--- src/rtl/m_seq_sync.sv ---
// m_seq_sync: acquires chip alignment to a 63-chip PN stream, then free-runs a local copy
// and counts chip errors while locked, dropping lock on too many errors per window.
module m_seq_sync #(
  parameter logic [5:0] TAP_MASK = 6'b110011,
  parameter int LOCK_CNT = 16,
  parameter int LOSS_ERR = 4,
  parameter int WINDOW = 63,
  parameter int CNT_W = 32
) (
  input  logic             clk,
  input  logic             rstn,
  input  logic             din,
  input  logic             din_valid,
  input  logic             clr_cnt,
  output logic             lock,
  output logic             err_pulse,
  output logic             epoch,
  output logic             ref_bit,
  output logic [CNT_W-1:0] bit_cnt,
  output logic [CNT_W-1:0] bit_err_cnt
);
  typedef enum logic [1:0] {SEED, CHECK, LOCKED} state_t;
  state_t state;
  logic [5:0] h, h_n;
  logic [2:0] seed_cnt;
  logic [7:0] match_cnt, win_cnt, win_err;
  logic p, mis, run, inc, loss;
  assign p = ^(h & TAP_MASK);
  assign run = state != SEED;
  assign ref_bit = run & p;
  assign mis = din ^ p;
  // a mismatch in CHECK reseeds from the received chip instead of the prediction
  assign h_n = (state == LOCKED || (state == CHECK && !mis)) ? {p, h[5:1]} : {din, h[5:1]};
  assign inc = din_valid && state == LOCKED;
  assign loss = mis && ((win_err + 8'd1) == 8'(LOSS_ERR));
  always_ff @(posedge clk or negedge rstn)
    if (!rstn) begin
      state <= SEED;
      h <= '0;
      seed_cnt <= '0;
      match_cnt <= '0;
      win_cnt <= '0;
      win_err <= '0;
      lock <= 1'b0;
      err_pulse <= 1'b0;
      epoch <= 1'b0;
      bit_cnt <= '0;
      bit_err_cnt <= '0;
    end else begin
      err_pulse <= 1'b0;
      epoch <= 1'b0;
      bit_cnt <= clr_cnt ? '0 : (inc && ~&bit_cnt) ? bit_cnt + 1'b1 : bit_cnt;
      bit_err_cnt <= clr_cnt ? '0 : (inc && mis && ~&bit_err_cnt) ? bit_err_cnt + 1'b1 : bit_err_cnt;
      if (din_valid) begin
        h <= h_n;
        epoch <= run && h_n == 6'b011111;
        case (state)
          SEED:
            if (seed_cnt >= 3'd5 && h_n != 6'd0) begin
              state <= CHECK;
              seed_cnt <= '0;
              match_cnt <= '0;
            end else seed_cnt <= (seed_cnt == 3'd6) ? seed_cnt : seed_cnt + 3'd1;
          CHECK:
            if (mis) begin
              state <= SEED;
              seed_cnt <= 3'd1;
              match_cnt <= '0;
            end else if ((match_cnt + 8'd1) == 8'(LOCK_CNT)) begin
              state <= LOCKED;
              lock <= 1'b1;
              match_cnt <= '0;
            end else match_cnt <= match_cnt + 8'd1;
          default: begin
            err_pulse <= mis;
            if (loss) begin
              state <= SEED;
              lock <= 1'b0;
              seed_cnt <= '0;
              win_cnt <= '0;
              win_err <= '0;
            end else if ((win_cnt + 8'd1) == 8'(WINDOW)) begin
              win_cnt <= '0;
              win_err <= '0;
            end else begin
              win_cnt <= win_cnt + 8'd1;
              win_err <= win_err + {7'd0, mis};
            end
          end
        endcase
      end
    end
endmodule
--- config.mk ---
export PLATFORM = sky130hd
export DESIGN_NAME = m_seq_sync
export DESIGN_NICKNAME = d
export VERILOG_FILES = /design/src/rtl/m_seq_sync.sv
export SDC_FILE = /design/constraint.sdc
export NUM_CORES = 1
export LEC_CHECK = 0
export CORE_ASPECT_RATIO = 1.1
export CORE_MARGIN = 2
export CORE_UTILIZATION = 50
export CTS_BUF_LIST = sky130_fd_sc_hd__clkbuf_2 sky130_fd_sc_hd__clkbuf_4 sky130_fd_sc_hd__clkbuf_8
export DETAILED_ROUTE_END_ITERATION = 16
export PLACE_DENSITY_LB_ADDON = 0.1
export SLEW_MARGIN = 0
export SYNTH_ARGS = -nofsm -noshare
export SYNTH_HDL_FRONTEND = slang
export SYNTH_SLANG_ARGS = --single-unit
--- constraint.sdc ---
create_clock -name clk -period 2.73 [get_ports clk]
set_input_delay 0.4095 -clock clk [delete_from_list [all_inputs] [get_ports clk]]
set_output_delay 0.4095 -clock clk [all_outputs]
set_load 0.03 [all_outputs]
## Word level (Yosys, flattened, before mapping)

Cells that the tools add are included.

- Add/subtract/negate cells: 7
- Reduce and logical (&&, ||, !) cells: 29
- $lt $le $gt $ge: 1
- Equal/unequal tests: 13
- Muxes and demuxes: 30
- Bitwise logic cells: 4

Operators by type and width:

| cell | number |
|---|---|
| two-way mux 32 bit | 4 |
| adder 32 x 1 -> 32 bit, second input constant | 2 |
| AND reduction 32 bit | 2 |
| two-way mux 8 bit | 7 |
| adder 8 x 1 -> 8 bit, second input constant | 3 |
| case mux 8 bit (2 select lines) | 1 |
| two-way mux 3 bit | 4 |
| nonzero test 2 bit | 5 |
| adder 8 x 1 -> 8 bit | 1 |
| equality test 8 x 3 -> 1 bit, second input constant | 1 |
| equality test 8 x 5 -> 1 bit, second input constant | 1 |
| equality test 8 x 6 -> 1 bit, second input constant | 1 |
| logical AND 1 bit | 8 |
| two-way mux 2 bit | 4 |
| AND reduction 4 bit | 2 |
| equality test 6 x 5 -> 1 bit, second input constant | 1 |
| two-way mux 1 bit | 6 |
| two-way mux 6 bit | 1 |
| inequality test 2 bit, second input constant | 3 |
| case mux 3 bit (2 select lines) | 1 |
| nonzero test 6 bit | 1 |
| XOR reduction 6 bit | 1 |
| AND reduction 5 bit | 1 |
| case mux 2 bit (2 select lines) | 1 |
| other kinds (19) | 22 |

- Logic and storage cells: 95
- Input bits: 5
- Output and inout bits: 68
- Register bits: 102

## Depth between registers and ports, before layout

- Word-level depth: 10
- Gate-level depth with buffers: 10
- Depth with buffers taken out: 10

## Least setup slack after synthesis

Ideal clock, no wire load.

- Path kind: register to register
- Start point: register bit_cnt[0]
- End point: register bit_cnt[4]
- Setup slack: 0.560 ns
- Cell stages (with the launch flop): 8
- Period minus slack after synthesis: 2.170 ns
- Setup time: 0.132 ns
- Path buffers: 0
- Arrival time: 2.038 ns
- Data required time: 2.598 ns
- Cell sequence: dfrtp_1 ha_1 nand2_1 nor4_2 a31oi_1 and4_1 xnor2_1 nor2_1

- Cells in the longest elaborated chain, start to end: 4
- Elaborated cells between the ends (all ways): 7
- Those cells by class: 1 x add/sub; 2 x mux; 4 x reduce/logical

Ends and longest elaborated chain:

| what | line | source |
|---|---|---|
| from (decl) | 19 | `output logic [CNT_W-1:0] bit_cnt,` |
| from (signal assigned) | 52 | `bit_cnt <= clr_cnt ? '0 : (inc && ~&bit_cnt) ? bit_cnt + 1'b1 : bit_cnt;` |
| branches (longest 4 deep; another with adder 32 x 1 -> 32 bit) | - |  |

Parallel ways; which one is timed is not known. The select of a mux whose other input is x is not followed.
A chain may end at the register's enable or synchronous reset.

## Worst setup path in the final report

- Start point: register h[1]
- End point: output port ref_bit

- Cells in the longest elaborated chain, start to end: 2

Ends and longest elaborated chain:

| what | line | source |
|---|---|---|
| from (decl) | 24 | `logic [5:0] h, h_n;` |
| from (signal assigned) | 55 | `h <= h_n;` |
| XOR reduction 6 bit | 28 | `assign p = ^(h & TAP_MASK);` |
| AND 1 bit | 30 | `assign ref_bit = run & p;` |
| to (decl) | 18 | `output logic ref_bit,` |

No other way between the ends.

==> results.py <==
metrics = {
    "logic_synthesis": {
        "synth_edf_count": 0,
        "synth_top_area_share_pct": 45.85,
        "synthTopCellsByArea": "dfrtp_1 (46%), xor2_1 (6.5%), nor2_1 (5.3%), nand2_1 (4.2%), nand3_1 (4.0%)",
        "async_flop_share_pct": 100.0,
        "synth_cell_types": 52,
        "yosys_most_used_dff": "dfrtp_1",
        "synthesis.nets": 630,
        "yosys_warnings": 0,
        "ys_seq_area_share_pct": 45.85,
        "yosys.area.top_type": "dfrtp_1",
        "synthesis.area_um2": 5567,
        "ys_ff_latch": 102,
        "syn_inst": 614,
        "syn_area_per_cell_um2": 9.066,
    },
    "grt": {
        "grt_util_met1_pct": 31.12,
        "antenna_found_initial": 0,
        "met2_usage_pct": 36.91,
        "globalRoute.busiestLayer": "met2",
        "met3_usage_pct": 4.496,
        "grt_start_max_net_pins": 75,
        "overflow": 0,
        "grt_pass1_wl_um": 22140,
        "grt_pass1_vias": 4567,
        "grtUsageTotal_pct": 22.44,
    },
    "pwr": {
        "switching_share_pct": 29.48,
        "power_frac_comb_pct": 17.6,
        "leakagePower_nw": 2.842,
        "intPower_mw": 2.230,
        "clock_power_share_pct": 30.6,
        "pwr_density_cell_nw_per_um2": 472.2,
        "p_sw_mw": 0.9326,
        "seqPwrFrac_pct": 51.9,
        "ir_drop_mv": 0.3355,
    },
    "drt": {
        "final_antenna_net_count": 0,
        "wl_um": 12840,
        "drt_iter0_markers": 300,
        "route.vias.total": 4757,
        "wire_per_inst_um": 15.25,
        "drc": 0,
        "vias_per_cell": 5.650,
        "first_pass_iters": 4,
    },
    "sta": {
        "worst_pin_slew_ps": 608.3,
        "rsz0062_at_grt": "false",
        "hold_viol_final": 0,
        "layout_min_cycle_time_ps": 2476,
        "slew_viol_final": 0,
        "slew-limit-headroom_pct": 59.36,
        "fin_tns_setup_ps": 0,
        "clock_skew_ps": 13.75,
        "setup_violations": 0,
        "period_share_pct": 90.71,
        "max_freq_ghz": 0.4038,
    },
    "finish": {
        "final_common_cell": "dfrtp_1",
        "fin_nets": 706,
        "syn_to_final_growth_pct": 20.34,
        "diodes": 0,
        "stdcell_area_um2": 6699,
        "drive_above_1_share_pct": 6.331,
        "final_cell_mix": "dfrtp_1 (102), nor2_1 (79), clkdlybuf4s50_1 (70)",
    },
    "clock_network": {
        "cts_buffer_depth": 2,
        "htreeDepth": 3,
        "cts_root_buffer": "clkbuf_8",
        "cts_resized": 0,
        "numCtsBuffers": 9,
        "path_clk_slew_ps": 90,
        "cts.sinks": 102,
        "clock_latency_ps": 380,
        "tritoncts": "yes",
    },
    "placement": {
        "gp_congestion": 0.8644,
        "dp_hpwl_um": 8945,
        "numPortBuffers": 72,
        "place_area_um2": 6495,
    },
    "floorplanning": {
        "die_area_um2": 11990,
        "core_area_um2": 10910,
        "die_x_um": 104.6,
        "start_util_pct": 51.02,
        "die_h_um": 114.7,
        "io_pins": 73,
        "rows": 40,
    },
    "worst_hold_path": {
        "hp-class": "reg2reg",
        "hold_depth": 2,
    },
    "critical_path": {
        "cp_max_fo": 5,
        "cp-start-kind": "flip-flop",
        "crit_required_ps": 2320,
        "crit_type": "reg2out",
        "critPathCaptureType": "output port",
        "r2r_cells": 6,
        "cp.arrival_ps": 2070,
    },
    "status": {
        "outcome": "finished, final reports clean",
    },
    "run": {
        "maxCapViolCount": 0,
    },
}
final cells by class:
| cell class | count | area (um^2) |
|---|---|---|
| Multi-Input combinational cell | 471 | 2853 |
| Inverter | 18 | 67.56 |
| Clock buffer | 10 | 131.4 |
| Timing Repair Buffer | 88 | 848.3 |
| Sequential cell | 102 | 2552 |
| Fill cell | 965 | 4212 |
| Clock inverter | 6 | 62.56 |
| Tap cell | 147 | 183.9 |
flip-flops by register name, indices dropped and copies added, names as in the netlist:
signal / cells
err_pulse: 1
seed_cnt: 3
epoch: 1
win_cnt: 8
state: 2
bit_cnt: 32
bit_err_cnt: 32
h: 6
win_err: 8
lock: 1
match_cnt: 8
per-layer routing:
metal / wire length (um) / vias to the layer above
met2: 6115 / 111
met1: 6018 / 2309
met5: 0 / -
met4: 124 / 0
li1: - / 2326
met3: 584 / 11
power groups by stage:
stage          clock network (mW)  logic [mW]  registers, mW
6_report                    0.967       0.556           1.64
5_1_grt                      1.05       0.641           1.65
4_1_cts                     0.999       0.564           1.64
3_5_place_dp                    0       0.560           1.67
3_3_place_gp                    0       0.544           1.66
2_1_floorplan                   0       0.380           1.66
logic make-up (layout without fill, tap and decap cells):
family	count (synthesis)	in the layout	share of synthesized area [%]
muxes	10	10	1.888
AOI/OAI and AO/OA	80	80	8.744
adders and majority gates	11	11	2.472
and+or+nand+nor	311	311	28.46
buffers and inverters	41	122	2.899
DFF	102	102	45.85
xor gates and xnor gates	59	59	9.687
per-stage QoR:
step | instances | setup slack [ps] | power, mW | hold WS, ps | util [%]
floorplan | 614 | 560.0 | 2.036 | 113.9 | -
global placement | 825 | 209.3 | 2.208 | 363.6 | 59.53
detailed placement | 825 | 115.6 | 2.229 | 367.2 | 59.53
CTS | 842 | 226.4 | 3.204 | 498.4 | 61.40
global route | 842 | 139.1 | 3.342 | 519.5 | 61.40
finish | 842 | 253.7 | 3.163 | 491.0 | 61.40
cells in the mapped netlist (2+ instances only):
master,instances
and3_1,24
a211o_1,2
mux2i_1,6
dfrtp_1,102
nor3_1,14
nand3b_1,3
buf_2,3
a221o_1,2
mux2_2,4
a31oi_1,6
inv_1,17
xnor2_1,16
xor2_1,41
and4_1,10
nand2_1,62
o211ai_1,2
nor2b_1,3
clkbuf_1,18
nor4_1,5
a21o_1,3
o21ai_0,34
ha_1,11
or3_1,13
nand3_1,45
nand4_1,32
nand2b_1,3
and2_1,3
nor3b_1,4
nor2_1,79
o31ai_1,6
a21oi_1,16
nand4b_1,3
or4_1,3
repair_timing:
item                       4_1_cts  5_1_grt
hold buffers                     1        0
setup endpoints to repair        0        0
hold endpoints to repair        28        0
setup buffers                    0        0
final timing paths:
path	from	endpoint	slack (ps)
min in group asynchronous	rstn	win_cnt[0]$_DFFE_PN0P_	500
min reg2reg	lock$_DFFE_PN0P_	lock$_DFFE_PN0P_	490
max in group asynchronous	rstn	bit_cnt[3]$_DFFE_PN0P_	1510
max reg2reg	bit_cnt[0]$_DFFE_PN0P_	bit_cnt[30]$_DFFE_PN0P_	450
min	lock$_DFFE_PN0P_	lock$_DFFE_PN0P_	490
max	h[1]$_DFFE_PN0P_	ref_bit	250
worst max-delay path: stages, from the launching register on:
cell and delay [ps]:
dfrtp_1 440, xnor2_1 280, xnor2_1 130, nor2_1 160, clkdlybuf4s50_1 700
(Power assumes the default switching activity.)
